===== config.mk =====
export PLATFORM = sky130hd
export DESIGN_NAME = obi_wb_arbiter
export DESIGN_NICKNAME = d
export VERILOG_FILES = /design/src/rtl/obi_wb_arbiter.sv
export SDC_FILE = /design/constraint.sdc
export NUM_CORES = 1
export LEC_CHECK = 0
export CAP_MARGIN = 20
export CORE_ASPECT_RATIO = 2
export CORE_MARGIN = 5
export CORE_UTILIZATION = 43
export DETAILED_ROUTE_END_ITERATION = 12
export PLACE_DENSITY = 0.86
export SLEW_MARGIN = 10
export SYNTH_ARGS = -nofsm -noshare
export SYNTH_HDL_FRONTEND = slang
export SYNTH_SLANG_ARGS = --single-unit

===== constraint.sdc =====
create_clock -name clk_core -period 2.2 [get_ports clk_core]
set_clock_uncertainty 0.1 [all_clocks]
set_input_delay 0.44 -clock clk_core [delete_from_list [all_inputs] [get_ports clk_core]]
set_output_delay 0.44 -clock clk_core [all_outputs]
set_load 0.03 [all_outputs]

===== src/rtl/obi_wb_arbiter.sv =====
// obi_wb_arbiter
//   Shares one Wishbone-style master bus between the core's OBI instruction
//   and data ports. One transaction is in flight at a time:
//   request/grant (IDLE) -> bus cycle (BUS) -> one-cycle response (RESP).
//   Contention is resolved round-robin (ROUND_ROBIN=1) or with the data
//   port always winning (ROUND_ROBIN=0).
//
//   Optional feature, macro ARB_TIMEOUT_EN: a bus cycle that sees no ack for
//   TIMEOUT_CYCLES cycles is aborted and answered with err=1, rdata=0.
//   With the macro undefined the bus waits for ack indefinitely and both err
//   outputs stay 0.
//
// Ports
//   clk_core, rst_core          clock, synchronous active-high reset
//   instr_*                     OBI instruction port (read only)
//   data_*                      OBI data port (read/write, byte enables)
//   core_cyc/stb/we/wstrb/addr/data_out   Wishbone master outputs
//   core_data_in, core_ack      Wishbone slave response
module obi_wb_arbiter #(
  parameter int unsigned ADDR_WIDTH     = 32,
  parameter int unsigned DATA_WIDTH     = 32,
  parameter int unsigned ROUND_ROBIN    = 1,
  parameter int unsigned TIMEOUT_CYCLES = 255
) (
  input  logic                    clk_core,
  input  logic                    rst_core,
  input  logic                    instr_req_i,
  output logic                    instr_gnt_o,
  output logic                    instr_rvalid_o,
  input  logic [ADDR_WIDTH-1:0]   instr_addr_i,
  output logic [DATA_WIDTH-1:0]   instr_rdata_o,
  output logic                    instr_err_o,
  input  logic                    data_req_i,
  output logic                    data_gnt_o,
  output logic                    data_rvalid_o,
  input  logic                    data_we_i,
  input  logic [DATA_WIDTH/8-1:0] data_be_i,
  input  logic [ADDR_WIDTH-1:0]   data_addr_i,
  input  logic [DATA_WIDTH-1:0]   data_wdata_i,
  output logic [DATA_WIDTH-1:0]   data_rdata_o,
  output logic                    data_err_o,
  output logic                    core_cyc,
  output logic                    core_stb,
  output logic                    core_we,
  output logic [DATA_WIDTH/8-1:0] core_wstrb,
  output logic [ADDR_WIDTH-1:0]   core_addr,
  output logic [DATA_WIDTH-1:0]   core_data_out,
  input  logic [DATA_WIDTH-1:0]   core_data_in,
  input  logic                    core_ack
);

  typedef enum logic [1:0] {IDLE, BUS, RESP} state_t;
  typedef enum logic {OWN_INSTR, OWN_DATA} owner_t;

  state_t state, state_nxt;
  owner_t owner, last_owner, winner;
  logic   grant;
  logic   bus_timeout;
  logic   bus_done;

  // The timeout counter must fit in 16 bits.
  if (TIMEOUT_CYCLES < 1 || TIMEOUT_CYCLES > 65535) begin : g_timeout_range
    $error("obi_wb_arbiter: TIMEOUT_CYCLES out of range");
  end

`ifdef ARB_TIMEOUT_EN
  localparam int unsigned CNT_W = (TIMEOUT_CYCLES > 255) ? 16 : 8;
  logic [CNT_W-1:0] to_cnt;

  // to_cnt counts completed ack-less BUS cycles; the abort fires at the end
  // of the TIMEOUT_CYCLES-th one. An ack in that same cycle takes priority.
  assign bus_timeout = (state == BUS) && !core_ack &&
                       (to_cnt == CNT_W'(TIMEOUT_CYCLES - 1));

  always_ff @(posedge clk_core) begin
    if (rst_core || state != BUS) begin
      to_cnt <= '0;
    end else if (!core_ack) begin
      to_cnt <= to_cnt + CNT_W'(1);
    end
  end
`else
  assign bus_timeout = 1'b0;
`endif

  assign bus_done = (state == BUS) && (core_ack || bus_timeout);
  assign core_stb = core_cyc;

  // Arbitration, grant and next state
  always_comb begin
    winner    = OWN_INSTR;
    state_nxt = state;
    if (instr_req_i && data_req_i) begin
      if (ROUND_ROBIN != 0 && last_owner == OWN_DATA) begin
        winner = OWN_INSTR;
      end else begin
        winner = OWN_DATA;
      end
    end else if (data_req_i) begin
      winner = OWN_DATA;
    end
    grant       = (state == IDLE) && (instr_req_i || data_req_i);
    instr_gnt_o = grant && (winner == OWN_INSTR);
    data_gnt_o  = grant && (winner == OWN_DATA);
    case (state)
      IDLE:    if (grant) state_nxt = BUS;
      BUS:     if (bus_done) state_nxt = RESP;
      RESP:    state_nxt = IDLE;
      default: state_nxt = IDLE;
    endcase
  end

  always_ff @(posedge clk_core) begin
    if (rst_core) begin
      state <= IDLE;
    end else begin
      state <= state_nxt;
    end
  end

  // Bus outputs and response registers
  always_ff @(posedge clk_core) begin
    if (rst_core) begin
      owner          <= OWN_INSTR;
      last_owner     <= OWN_INSTR;
      core_cyc       <= 1'b0;
      core_we        <= 1'b0;
      core_wstrb     <= '0;
      core_addr      <= '0;
      core_data_out  <= '0;
      instr_rvalid_o <= 1'b0;
      instr_err_o    <= 1'b0;
      instr_rdata_o  <= '0;
      data_rvalid_o  <= 1'b0;
      data_err_o     <= 1'b0;
      data_rdata_o   <= '0;
    end else begin
      case (state)
        IDLE: begin
          if (grant) begin
            owner    <= winner;
            core_cyc <= 1'b1;
            if (winner == OWN_DATA) begin
              core_addr     <= data_addr_i;
              core_we       <= data_we_i;
              core_wstrb    <= data_be_i;
              core_data_out <= data_wdata_i;
            end else begin
              core_addr     <= instr_addr_i;
              core_we       <= 1'b0;
              core_wstrb    <= '1;
              core_data_out <= '0;
            end
          end
        end
        BUS: begin
          // rvalid is raised on the ack edge so it is high during RESP.
          if (bus_done) begin
            core_cyc <= 1'b0;
            if (owner == OWN_DATA) begin
              data_rvalid_o <= 1'b1;
              data_err_o    <= bus_timeout;
              data_rdata_o  <= bus_timeout ? '0 : core_data_in;
            end else begin
              instr_rvalid_o <= 1'b1;
              instr_err_o    <= bus_timeout;
              instr_rdata_o  <= bus_timeout ? '0 : core_data_in;
            end
          end
        end
        RESP: begin
          instr_rvalid_o <= 1'b0;
          instr_err_o    <= 1'b0;
          data_rvalid_o  <= 1'b0;
          data_err_o     <= 1'b0;
          last_owner     <= owner;
        end
        default: ;
      endcase
    end
  end

endmodule

==> metrics <==
routed length on met2=roughly 9400 µm; worst slack after detailed placement=-0.0417 ns; Core Area=around 0.012 mm²; Netlist Area Pre-Place=around 0.0054 mm²; most common library cell in the layout ignoring fill and taps=sky130_fd_sc_hd__clkdlybuf4s50_1; vias in the first global route=~5900; Final Total Pwr=about 7.3 mW; setup repair after global routing missed its margin=no; starting density of the core=between 40% and 50%; reg-to-reg slack, setup=0.44 ns; clock tree buffer depth=2; kind of start point of the critical path=flop; number of fillers in the final layout=just over 900; Netlist cell types=29; clock-pin slew of the registers on the worst-case setup and hold paths=~0.06 ns; minimum clock period=2.06 ns; number of buffers added to fix hold violations after cts=0; worst hold-check slack=around 0.35 ns; worst endpoint required time=around 1.7 ns; number of endpoints with negative hold slack in the final report=0; Num Clock Sinks=between 100 and 150; Final WS setup=approximately 0.14 ns; endpoint type of the worst setup path=output port; fraction of final layout cells with drive strength greater than 1=~7.6%; number of design rule violations left after detail routing=0; deepest level of the CTS H-tree=4; Die X=89.1 µm; Port Buffers=about 280; sequential element share of the synthesized area=around 52%; met3 wire len=between 2000 and 2500 µm; peak fanout along the critical path=10; drt via density=5.53; largest incremental delay on the critical path=roughly 0.6 ns; share of the synthesized area in compound gates (AO/OA/AOI/OAI)=between 20 and 25%; number of inserted diodes=0; VDD IR-drop max=between 0.5 and 0.6 mV; Synth-to-Final Area Change=65.9%; commonest cells after routing, fill and taps aside=sky130_fd_sc_hd__clkdlybuf4s50_1 (271), sky130_fd_sc_hd__dfxtp_1 (140), sky130_fd_sc_hd__nand2_1 (130); count of yosys warnings during synthesis=0; final-layout setup total negative slack=0 ns; Nets=between 1000 and 1500; post-synthesis average cell area=between 8 and 9 µm²; Chip Height=168 µm; number of CTS-inserted buffers=17; DRT met1 WL=between 7000 and 8000 µm; num ports=around 280; share of synthesized area spent on multiplexers=less than 1%; pins over their slew limit=0; TritonCTS clock tree=built; DP HPWL=roughly 14000 µm; adder and majority gate portion of the synthesized area=0%; endpoints failing setup=0; post-route core utilization=between 70% and 80%; kind of critical path=flop to output port; cell at the slowest stage of the critical path=sky130_fd_sc_hd__dfxtp_1; sequential cell area=0.00280 mm²; outcome=finished clean; Multi-input gate area=between 0.002 and 0.0025 mm²; Final Wtd Congestion=slightly below 0.9; number of antenna violations at the first check in global routing=0; Routed Wire Length=approximately 20000 µm; Die Footprint=roughly 0.015 mm²; data arrival time at the worst-slack endpoint=1.52 ns; cell-by-cell trace of the critical path=nor2_4 -> and3_1 -> buf_4; Std-Cell Rows=a little under 60; Synth Register Bits=140; count of routing violations after the opening detailed-route iteration=between 200 and 300; ratio of final minimum period to clock period=between 90% and 100%; number of maximum-capacitance constraint violations=0; post-synthesis instance total=between 600 and 700; Top Layer Used=met4; Leak=3.15 nW; later-pin clock latency in the skew report=0.40 ns; pwr/cell area=about 810 mW/mm²; post-synthesis simple-gate area fraction=20.5%; share of the synthesized netlist area taken by xor and xnor gates=0%; average routed wire per standard cell=18.3 µm; CTS root buffer=sky130_fd_sc_hd__clkbuf_16; first-pass GRT wire length=29700 µm; maximum number of pins on one net before global-route repair=52; dominant combinational cell family by area after synthesis=simple AND/OR/NAND/NOR gates; 1st-pass router iterations=6; Antenna Nets Post-Route=0; total number of vias=around 6000; total routing usage reported by global routing=around a quarter; worst min-delay path category=flop to flop; total global routing overflow=0; Fmax achieved=486 MHz
==> kinds of logic (layout without fill, tap and decap cells) <==
group / count (synthesis) / in the layout
buffers and inverters: 72 / 336
DFF: 140 / 140
AOI/OAI and AO/OA: 205 / 205
other: 1 / 2
muxes: 1 / 1
and+or+nand+nor: 245 / 245
==> cells in the mapped netlist, drive strengths merged <==
| library cell | n | area, µm² |
|---|---|---|
| nand3 | 97 | 485 |
| buf | 37 | 233 |
| a211oi | 1 | 7.51 |
| o21ai | 66 | 330 |
| and3 | 1 | 6.26 |
| o221a | 4 | 45.0 |
| clkbuf | 32 | 120 |
| nand4b | 1 | 8.76 |
| nand2 | 130 | 488 |
| dfxtp | 140 | 2800 |
| or2 | 1 | 6.26 |
| nor3b | 1 | 12.5 |
| nor2 | 7 | 33.8 |
| nor4bb | 1 | 10.0 |
| nand4bb | 1 | 11.3 |
| mux2i | 1 | 10.0 |
| inv | 3 | 11.3 |
| conb | 1 | 3.75 |
| a31oi | 32 | 200 |
| nand2b | 2 | 12.5 |
| nand3b | 1 | 7.51 |
| and4b | 1 | 10.0 |
| a21oi | 101 | 505 |
| a21boi | 1 | 11.3 |
| or3b | 1 | 8.76 |
==> sequential cells by signal, indices dropped and copies added, names as in the netlist <==
name / cells
core_addr: 32
core_data_out: 32
data_rdata_o: 32
instr_rdata_o: 32
core_wstrb: 4
state: 2
core_cyc: 1
core_we: 1
data_rvalid_o: 1
instr_rvalid_o: 1
last_owner: 1
owner: 1
==> per-stage QoR <==
stage,cells,cell area [µm²]
6_report,1079,8930
3_3_place_gp,1046,8270
3_5_place_dp,1046,8270
4_1_cts,1077,8910
2_1_floorplan,665,5390
5_1_grt,1079,8930
==> layer usage <==
layer	GRT usage, %	up-vias
li1	-	2806
met1	28.9	2790
met2	41.0	334
met3	9.11	38
met4	10.9	0
met5	0	-
==> where the power goes <==
group	internal (mW)	switching (mW)
clock	2.02	1.10
combinational	0.625	0.758
sequential	2.68	0.0870
==> what timing repair did <==
item	in CTS	in global routing
buffers inserted	0	2
pin swaps	0	1
setup endpoints to repair	1	2
resized for setup	1	1
==> critical path, delay by kind of cell, from the launching register on <==
kind | cells | cell delay, ns
buffers and inverters | 1 | 0.18
flip-flops | 1 | 0.61
AND/OR/NAND/NOR | 2 | 0.33
==> cell type report <==
cell class,instances,share of cell area (%)
Clock buffer,18,4.81
Clock inverter,13,2.40
Inverter,3,0.126
Multi-Input combinational cell,453,25.3
Sequential cell,140,31.4
Tap cell,150,2.10
Timing Repair Buffer,302,33.9
==> path summary, 6_finish.rpt <==
kind / from / end / depth (start not counted)
min reg2reg: instr_rdata_o[19] / instr_rdata_o[19] / 2
max: state[1] / instr_gnt_o / 3
max reg2reg: state[1] / core_data_out[16] / 4
min: instr_rdata_o[19] / instr_rdata_o[19] / 2
Note: power is estimated with default switching activity, not from simulation.
